### src/rtl/stopwatch_pkg.sv
// rtl/stopwatch_pkg.sv - shared stopwatch state type, timing constants and output decode
package stopwatch_pkg;

   typedef enum logic [1:0] {
      IDLE    = 2'd0,
      RUNNING = 2'd1,
      LAP     = 2'd2,
      PAUSED  = 2'd3
   } sw_state_e;

   localparam int DEBOUNCE_CYCLES_DEFAULT = 1000000;
   localparam int TICK_10MS_CYCLES        = 500000;

   function automatic logic state_run(sw_state_e s);
      return (s == RUNNING) || (s == LAP);
   endfunction

   // Lap freezes the display while the counter keeps running underneath.
   function automatic logic state_hold(sw_state_e s);
      return (s == LAP);
   endfunction

endpackage

### src/rtl/stopwatch_controller_if.sv
// rtl/stopwatch_controller_if.sv - raw key inputs and counter/display control outputs
interface stopwatch_controller_if;

   logic       key_start_stop;
   logic       key_lap_reset;
   logic       run;
   logic       clear;
   logic       hold;
   logic [1:0] state;

   modport master (
      output key_start_stop, key_lap_reset,
      input  run, clear, hold, state
   );

   modport slave (
      input  key_start_stop, key_lap_reset,
      output run, clear, hold, state
   );

endinterface

### src/rtl/key_debouncer.sv
// rtl/key_debouncer.sv - synchronizer, debounce counter and press-edge pulse for one active-low key
module key_debouncer
   import stopwatch_pkg::*;
#(
   parameter int DEBOUNCE_CYCLES = DEBOUNCE_CYCLES_DEFAULT
) (
   input  logic clock,
   input  logic reset_n,
   input  logic key_n_i,
   output logic press_o
);

   localparam int             CW       = $clog2(DEBOUNCE_CYCLES + 1);
   localparam logic [CW-1:0]  CNT_LAST = CW'(DEBOUNCE_CYCLES - 1);

   logic          sync1_q, sync2_q;
   logic          stable_q, stable_d;
   logic          stable_dly_q;
   logic          press_q;
   logic [CW-1:0] cnt_q, cnt_d;

   // Any sample that agrees with the accepted level restarts the count.
   always_comb begin
      stable_d = stable_q;
      cnt_d    = '0;
      if (sync2_q != stable_q) begin
         if (cnt_q == CNT_LAST) begin
            stable_d = sync2_q;
         end else begin
            cnt_d = cnt_q + CW'(1);
         end
      end
   end

   always_ff @(posedge clock or negedge reset_n) begin
      if (!reset_n) begin
         sync1_q      <= 1'b1;
         sync2_q      <= 1'b1;
         stable_q     <= 1'b1;
         stable_dly_q <= 1'b1;
         cnt_q        <= '0;
         press_q      <= 1'b0;
      end else begin
         sync1_q      <= key_n_i;
         sync2_q      <= sync1_q;
         stable_q     <= stable_d;
         cnt_q        <= cnt_d;
         stable_dly_q <= stable_q;
         press_q      <= stable_dly_q & ~stable_q;
      end
   end

   assign press_o = press_q;

endmodule

### src/rtl/stopwatch_controller.sv
// rtl/stopwatch_controller.sv - debounced two-key Moore sequencer driving run, clear and lap hold
module stopwatch_controller
   import stopwatch_pkg::*;
#(
   parameter int DEBOUNCE_CYCLES = DEBOUNCE_CYCLES_DEFAULT
) (
   input  logic                   clock,
   input  logic                   reset_n,
   stopwatch_controller_if.slave  sw
);

   logic      ss_evt, lr_evt;
   sw_state_e state_q, state_d;
   logic      clear_q, clear_d;
   logic      run_q, hold_q;

   key_debouncer #(.DEBOUNCE_CYCLES(DEBOUNCE_CYCLES)) u_key_start_stop (
      .clock   (clock),
      .reset_n (reset_n),
      .key_n_i (sw.key_start_stop),
      .press_o (ss_evt)
   );

   key_debouncer #(.DEBOUNCE_CYCLES(DEBOUNCE_CYCLES)) u_key_lap_reset (
      .clock   (clock),
      .reset_n (reset_n),
      .key_n_i (sw.key_lap_reset),
      .press_o (lr_evt)
   );

   // start_stop has priority; a coincident lap_reset is dropped entirely.
   always_comb begin
      state_d = state_q;
      clear_d = 1'b0;
      if (ss_evt) begin
         unique case (state_q)
            IDLE:    state_d = RUNNING;
            RUNNING: state_d = PAUSED;
            LAP:     state_d = PAUSED;
            PAUSED:  state_d = RUNNING;
         endcase
      end else if (lr_evt) begin
         unique case (state_q)
            IDLE: begin
               state_d = IDLE;
               clear_d = 1'b1;
            end
            RUNNING: state_d = LAP;
            LAP:     state_d = RUNNING;
            PAUSED: begin
               state_d = IDLE;
               clear_d = 1'b1;
            end
         endcase
      end
   end

   // Outputs are decoded from the next state so they change on the same edge as the state.
   always_ff @(posedge clock or negedge reset_n) begin
      if (!reset_n) begin
         state_q <= IDLE;
         run_q   <= 1'b0;
         hold_q  <= 1'b0;
         clear_q <= 1'b0;
      end else begin
         state_q <= state_d;
         run_q   <= state_run(state_d);
         hold_q  <= state_hold(state_d);
         clear_q <= clear_d;
      end
   end

   assign sw.state = state_q;
   assign sw.run   = run_q;
   assign sw.hold  = hold_q;
   assign sw.clear = clear_q;

endmodule

### src/flat_wrapper.sv
// flat-port wrapper written by rule: the top's interface ports become plain ports
module stopwatch_controller_flat import stopwatch_pkg::*;
#(
   parameter int DEBOUNCE_CYCLES = DEBOUNCE_CYCLES_DEFAULT
)
  (clock, reset_n, sw_key_start_stop, sw_key_lap_reset, sw_run, sw_clear, sw_hold, sw_state);
  stopwatch_controller_if sw_i ();
  input  logic clock;
  input  logic reset_n;
  input wire logic [$bits(sw_i.key_start_stop)-1:0] sw_key_start_stop;
  input wire logic [$bits(sw_i.key_lap_reset)-1:0] sw_key_lap_reset;
  output wire logic [$bits(sw_i.run)-1:0] sw_run;
  output wire logic [$bits(sw_i.clear)-1:0] sw_clear;
  output wire logic [$bits(sw_i.hold)-1:0] sw_hold;
  output wire logic [$bits(sw_i.state)-1:0] sw_state;
  assign sw_i.key_start_stop = sw_key_start_stop;
  assign sw_i.key_lap_reset = sw_key_lap_reset;
  assign sw_run = sw_i.run;
  assign sw_clear = sw_i.clear;
  assign sw_hold = sw_i.hold;
  assign sw_state = sw_i.state;
  stopwatch_controller #(.DEBOUNCE_CYCLES(DEBOUNCE_CYCLES)) u_core (.clock(clock), .reset_n(reset_n), .sw(sw_i));
endmodule
### config.mk
export PLATFORM = sky130hd
export DESIGN_NAME = stopwatch_controller_flat
export DESIGN_NICKNAME = d
export VERILOG_FILES = /design/src/rtl/stopwatch_pkg.sv /design/src/rtl/stopwatch_controller_if.sv /design/src/rtl/key_debouncer.sv /design/src/rtl/stopwatch_controller.sv /design/src/flat_wrapper.sv
export SDC_FILE = /design/constraint.sdc
export NUM_CORES = 1
export LEC_CHECK = 0
export CAP_MARGIN = 10
export CORE_MARGIN = 5
export CORE_UTILIZATION = 50
export CTS_CLUSTER_SIZE = 10
export DETAILED_ROUTE_END_ITERATION = 8
export PLACE_DENSITY = 0.74
export SYNTH_ARGS = -nofsm -noshare
export SYNTH_HDL_FRONTEND = slang
export SYNTH_SLANG_ARGS = --single-unit
### constraint.sdc
create_clock -name clock -period 2.55 [get_ports clock]
set_input_delay 0.765 -clock clock [delete_from_list [all_inputs] [get_ports clock]]
set_output_delay 0.765 -clock clock [all_outputs]
set_load 0.1 [all_outputs]
# After elaboration in Yosys (flattened, before gate mapping)
# Index checks and enable logic that the tools add are counted.
[word_totals]
ff_bits = 55
output_inout_bits = 5
[op_classes]
addsub = 2
eq_ne = 9
mux = 11
bitwise = 4
n_reduce_logical = 6
[ops]
columns = ["cell", "count"]
rows = [
  ["$mux 20", 4],
  ["$add 20x1->20 const B", 2],
  ["$eq 20x20->1 const B", 2],
  ["$eq 2x2->1 const B", 3],
  ["$pmux 2 s3", 1],
  ["$eq 2x1->1 const B", 2],
  ["$mux 2", 2],
  ["$pmux 2 s2", 1],
  ["$reduce_and 2->1", 2],
  ["$reduce_or 2->1", 2],
  ["$mux 1", 3],
  ["$and 1x1->1", 2],
  ["$logic_not 2->1", 1],
  ["$ne 1x1->1", 2],
  ["$not 1->1", 2],
  ["$logic_or 1x1->1", 1],
]

# Logic depth before layout (Yosys ltp)
[depth]
depth_word = 7
ltp_mapped = 6
depth_no_buf = 6

# Modules after synthesis
# From an unflattened synthesis, not the netlist that was laid out.
[unflattened]
hier_cells = 241
area_unflattened_um2 = 2603.7
[modules_own_cells]
columns = ["mod", "n_inst", "cells_per_inst", "area_each_um2"]
rows = [
  ["key_debouncer", 2, 109, 1176.1],
  ["stopwatch_controller", 1, 23, 251.5],
]

# Least setup slack after synthesis
# No wires, ideal clock.
[synth_path]
path_type = "register to register"
from = "register u_core.state_q[1], in the netlist u_core.sw.state[1]"
to = "register u_core.run_q, in the netlist u_core.sw.run"
setup_time_ns = 0.113
arrival_ns = 1.847
required_ns = 2.437
path_slack_ns = 0.590
stages_incl_launch_ff = 7
path_cell_list = "dfrtp_1 -> inv_1 -> ha_1 -> a211oi_1 -> a21oi_1 -> ha_1 -> inv_1"
[synth_between]
elab_chain_cells = 7
word_cells_on_any_way = 13
classes_between = "eq/ne: 5; mux: 4; reduce/logical: 4"
[synth_rtl]
columns = ["element", "line", "text"]
rows = [
  ["from (decl)", "stopwatch_controller.sv:13", "sw_state_e state_q, state_d;"],
  ["from (signal assigned)", "stopwatch_controller.sv:66", "state_q <= state_d;"],
  ["$eq 2x2->1 or $logic_not 2->1 (tied branches)", "stopwatch_controller.sv:36, stopwatch_controller.sv:43", ""],
  ["$reduce_or 2->1 (no line)", "-", ""],
  ["$pmux 2 s3", "stopwatch_controller.sv:43", "unique case (state_q)"],
  ["$mux 2", "stopwatch_controller.sv:42", "end else if (lr_evt) begin"],
  ["$mux 2 (*)", "stopwatch_controller.sv:35", "if (ss_evt) begin"],
  ["named net u_core.state_d[1]", "stopwatch_controller.sv:13", ""],
  ["$eq 2x1->1 or $eq 2x2->1 (tied branches)", "stopwatch_pkg.sv:15", "return (s == RUNNING) || (s == LAP);"],
  ["$logic_or 1x1->1 (*)", "stopwatch_pkg.sv:15", ""],
  ["to (signal assigned)", "stopwatch_controller.sv:67", "run_q <= state_run(state_d);"],
  ["to (decl)", "stopwatch_controller.sv:15", "logic run_q, hold_q;"],
]
# Mark *: on every way through the listed nets, which the timed path passes. The rest lies on a longest branch. The select of a mux whose other input is x is not followed.
# A chain may end at the register's enable or synchronous reset.

# Final worst setup path
[layout_path]
from = "register u_core.u_key_lap_reset.cnt_q[9]"
to = "register u_core.u_key_lap_reset.cnt_q[18]"
[layout_between]
elab_chain_cells = 3
word_cells_on_any_way = 4
classes_between = "add/sub: 1; eq/ne: 1; mux: 2"
[layout_rtl]
columns = ["element", "line", "text"]
rows = [
  ["from (decl)", "key_debouncer.sv:20", "logic [CW-1:0] cnt_q, cnt_d;"],
  ["from (signal assigned)", "key_debouncer.sv:47", "cnt_q <= cnt_d;"],
  ["$add 20x1->20 or $eq 20x20->1 (tied branches)", "key_debouncer.sv:30, key_debouncer.sv:27", ""],
  ["$mux 20 (*)", "key_debouncer.sv:27", "if (cnt_q == CNT_LAST) begin"],
  ["$mux 20 (*)", "key_debouncer.sv:26", "if (sync2_q != stable_q) begin"],
  ["named net u_core.u_key_lap_reset.cnt_d[18]", "key_debouncer.sv:20", ""],
]
# Mark *: on every way through the listed nets, which the timed path passes. The rest lies on a longest branch.

==> results.sh <==
export IMPL_yosys_area_share_simple_pct=23.6
export IMPL_via_count=1734
export IMPL_leakage_nw=1.16
export IMPL_via_per_inst=5.27
export IMPL_switching_share_pct=24.2
export IMPL_r2r_end="u_core.u_key_lap_reset.cnt_q[18]"
export IMPL_cp_end_kind="flop"
export IMPL_syn_to_final_growth_pct=10.5
export IMPL_wl_per_cell_um=13.4
export IMPL_finalInstanceArea_mm2=0.00280
export IMPL_yosysSeqAreaShare_pct=54.6
export IMPL_grt_use_met3_pct=2.99
export IMPL_dp_slack_ps=635
export IMPL_outcome="finished clean"
export IMPL_start_util_pct=50.6
export IMPL_grt_pass1_vias=1766
export IMPL_critPathMaxFanout=8
export IMPL_globalRoute_busiestLayer="met2"
export IMPL_dr_pass1_iters=5
export IMPL_routed_wl_um=4400
export IMPL_synthXorXnorAreaFrac_pct=9.66
export IMPL_power_frac_seq_pct=61.3
export IMPL_grt_max_degree=44
export IMPL_mostFrequentLayoutCells="dfrtp_1, nor2_1, xnor2_1"
export IMPL_p_sw_uw=353
export IMPL_timing_final_setup_violations=0
export IMPL_synthMuxAreaShare_pct=0.888
export IMPL_syn_inst=246
export IMPL_tritoncts="done"
export IMPL_period_needed_ps=1930
export IMPL_fin_crit_sh_pct=75.6
export IMPL_grt_pass1_wl_um=7970
export IMPL_place_area_mm2=0.00271
export IMPL_grt_antenna_before_repair=0
export IMPL_rsz0062_at_grt="false"
export IMPL_hold_viol_final=0
export IMPL_required_ps=2800
export IMPL_irDropWorstVdd_uv=283
export IMPL_die_y_um=81.2
export IMPL_cts_setup_buffers=0
export IMPL_cts_buffers_inserted=5
export IMPL_netlist_cell_type_count=32
export IMPL_nets=267
export IMPL_port_buffers=8
export IMPL_overflow=0
export IMPL_rrSetupSlack_ps=620
export IMPL_ctsResizeCount=0
export IMPL_layout_setup_ws_ps=622
export IMPL_die_w_um=81.2
export IMPL_worstSetupStartpointType="flop"
export IMPL_layout_commonest_cell="dfrtp_1"
export IMPL_fp_row_count=26
export IMPL_hold_buffers=0
export IMPL_clock_sinks=55
export IMPL_arrival_ps=2180
export IMPL_n_antenna_cell=0
export IMPL_p_comb_share_pct=3.6
export IMPL_finalClockSkew_ps=8.92
export IMPL_met2_usage_pct=24.9
export IMPL_synth_area_mm2=0.00254
export IMPL_drt_iter0_markers=102
export IMPL_fillCellCount=459
export IMPL_r2r_start="u_core.u_key_lap_reset.cnt_q[9]"
export IMPL_reg2regPathDepth=4
export IMPL_cts_root_buf="clkbuf_8"
export IMPL_dpl_hpwl_um=3030
export IMPL_fmax_ghz=0.519
export IMPL_dp_cells=321
export IMPL_clk_latency_ps=310
export IMPL_crit_type="flop to flop"
export IMPL_cts_clk_slew_worst_paths_ps=100
export IMPL_tns_ps=0
export IMPL_yosys_warnings=0
export IMPL_p_int_mw=1.11
export IMPL_cts_buffer_depth=2
export IMPL_slew_violations=0
export IMPL_drive_above_1_share_pct=13.9
export IMPL_die_area_mm2=0.00660
export IMPL_ys_seq_elements=55
export IMPL_drc=0
export IMPL_yosys_area_share_adder_pct=2.47
export IMPL_ios=9
export IMPL_place_congestion=0.814
export IMPL_fin_cells=329
export IMPL_syn_avg_cell_area_um2=10.3
export IMPL_maxCapViolations=0
export IMPL_slew_headroom_pct=75.5
export IMPL_coreArea_mm2=0.00501
export IMPL_worst_hold_path_type="input pin to async pin"
export IMPL_powerDensity_mw_per_mm2=521
export IMPL_grt_total_usage_pct=15.6
export IMPL_final_util_pct=55.9
export IMPL_power_share_clock_pct=35.0
export IMPL_use_met1_pct=21.0
export IMPL_syn_nets=255
export IMPL_tightest_slew_ps=367
export IMPL_synth_top_family_by_area="simple AND/OR/NAND/NOR gates"
export IMPL_synth_compound_area_share_pct=5.97
export IMPL_antenna_left=0
export IMPL_cts_htree_levels=2
worst max-delay path: stages (launching register included):
cell     delay [ps]
dfrtp_1         440
nand4_2         170
or4_1           660
or4_4           460
a21oi_2         140
power by group through the flow:
| stage | clock (mW) | sequential, mW | combinational, mW |
|---|---|---|---|
| 2_1_floorplan | 0 | 0.910 | 0.0229 |
| 5_1_grt | 0.559 | 0.897 | 0.0622 |
| 3_5_place_dp | 0 | 0.912 | 0.0547 |
| 6_report | 0.512 | 0.895 | 0.0532 |
| 3_3_place_gp | 0 | 0.911 | 0.0544 |
| 4_1_cts | 0.529 | 0.895 | 0.0555 |
metrics by stage:
step / hold slack (ps) / power (mW)
3_5_place_dp: 347 / 0.966
5_1_grt: 352 / 1.52
6_report: 338 / 1.46
3_3_place_gp: 346 / 0.965
2_1_floorplan: 345 / 0.933
4_1_cts: 341 / 1.48
cell type report:
cell class	instances	area, um2	area share [%]
well taps	70	87.6	3.12
clock buffers	5	68.8	2.46
clock inverters	3	27.5	0.982
flip-flops and latches	55	1390	49.5
multi-input cells	173	1090	38.9
repair buffers	11	97.6	3.48
inverters	12	45.0	1.61
layer usage:
| metal | part of all wire [%] | routed length [um] | up-vias |
|---|---|---|---|
| met4 | 1.7 | 76 | 0 |
| met3 | 2.6 | 114 | 8 |
| met1 | 49 | 2140 | 829 |
| met2 | 47 | 2070 | 18 |
| met5 | 0 | 0 | - |
| li1 | - | - | 879 |
worst max path at each step:
stage	from	slack (ps)	end	depth (start not counted)
6_report	u_core.u_key_lap_reset.cnt_q[9]	620	u_core.u_key_lap_reset.cnt_q[18]	4
5_1_grt	u_core.u_key_start_stop.cnt_q[0]	490	u_core.u_key_start_stop.stable_q	5
4_1_cts	u_core.u_key_lap_reset.cnt_q[10]	610	u_core.u_key_lap_reset.cnt_q[18]	4
3_5_place_dp	u_core.u_key_start_stop.cnt_q[0]	630	u_core.u_key_start_stop.cnt_q[6]	6
3_3_place_gp	u_core.u_key_lap_reset.cnt_q[10]	660	u_core.u_key_lap_reset.cnt_q[18]	4
2_1_floorplan	u_core.sw.state[1]	590	u_core.sw.run	6
cell families after synthesis:
family / Yosys count
AO/OA/AOI/OAI: 25
XOR/XNOR: 28
adder cells (fa/ha/maj): 5
buffers and inverters: 18
flip-flops: 55
multiplexers: 2
AND/OR/NAND/NOR: 113
synthesized netlist by cell type:
library cell | instances | area [um2]
nand2_1 | 13 | 48.8
inv_1 | 12 | 45.0
nand4_2 | 2 | 25.0
dfrtp_1 | 47 | 1180
or4b_1 | 1 | 10.0
buf_2 | 3 | 15.0
nand4_1 | 4 | 25.0
xor2_1 | 10 | 87.6
ha_1 | 5 | 62.6
or4_2 | 1 | 8.76
or2_2 | 1 | 6.26
nor2b_1 | 2 | 12.5
nor2_1 | 36 | 135
a21oi_1 | 10 | 50.1
xnor2_1 | 18 | 158
nor3_1 | 6 | 30.0
o31ai_1 | 7 | 52.6
o21ai_0 | 5 | 25.0
nor4b_1 | 2 | 17.5
a21oi_2 | 1 | 8.76
mux2_2 | 2 | 22.5
or4_1 | 4 | 30.0
and3_1 | 5 | 31.3
or4_4 | 1 | 11.3
nor4bb_1 | 1 | 10.0
or3_1 | 8 | 50.1
nand3_1 | 16 | 80.1
nand3_2 | 1 | 10.0
dfstp_2 | 8 | 210
a211oi_1 | 2 | 15.0
nor4_1 | 9 | 56.3
clkbuf_1 | 3 | 11.3
(Power assumes the default switching activity.)
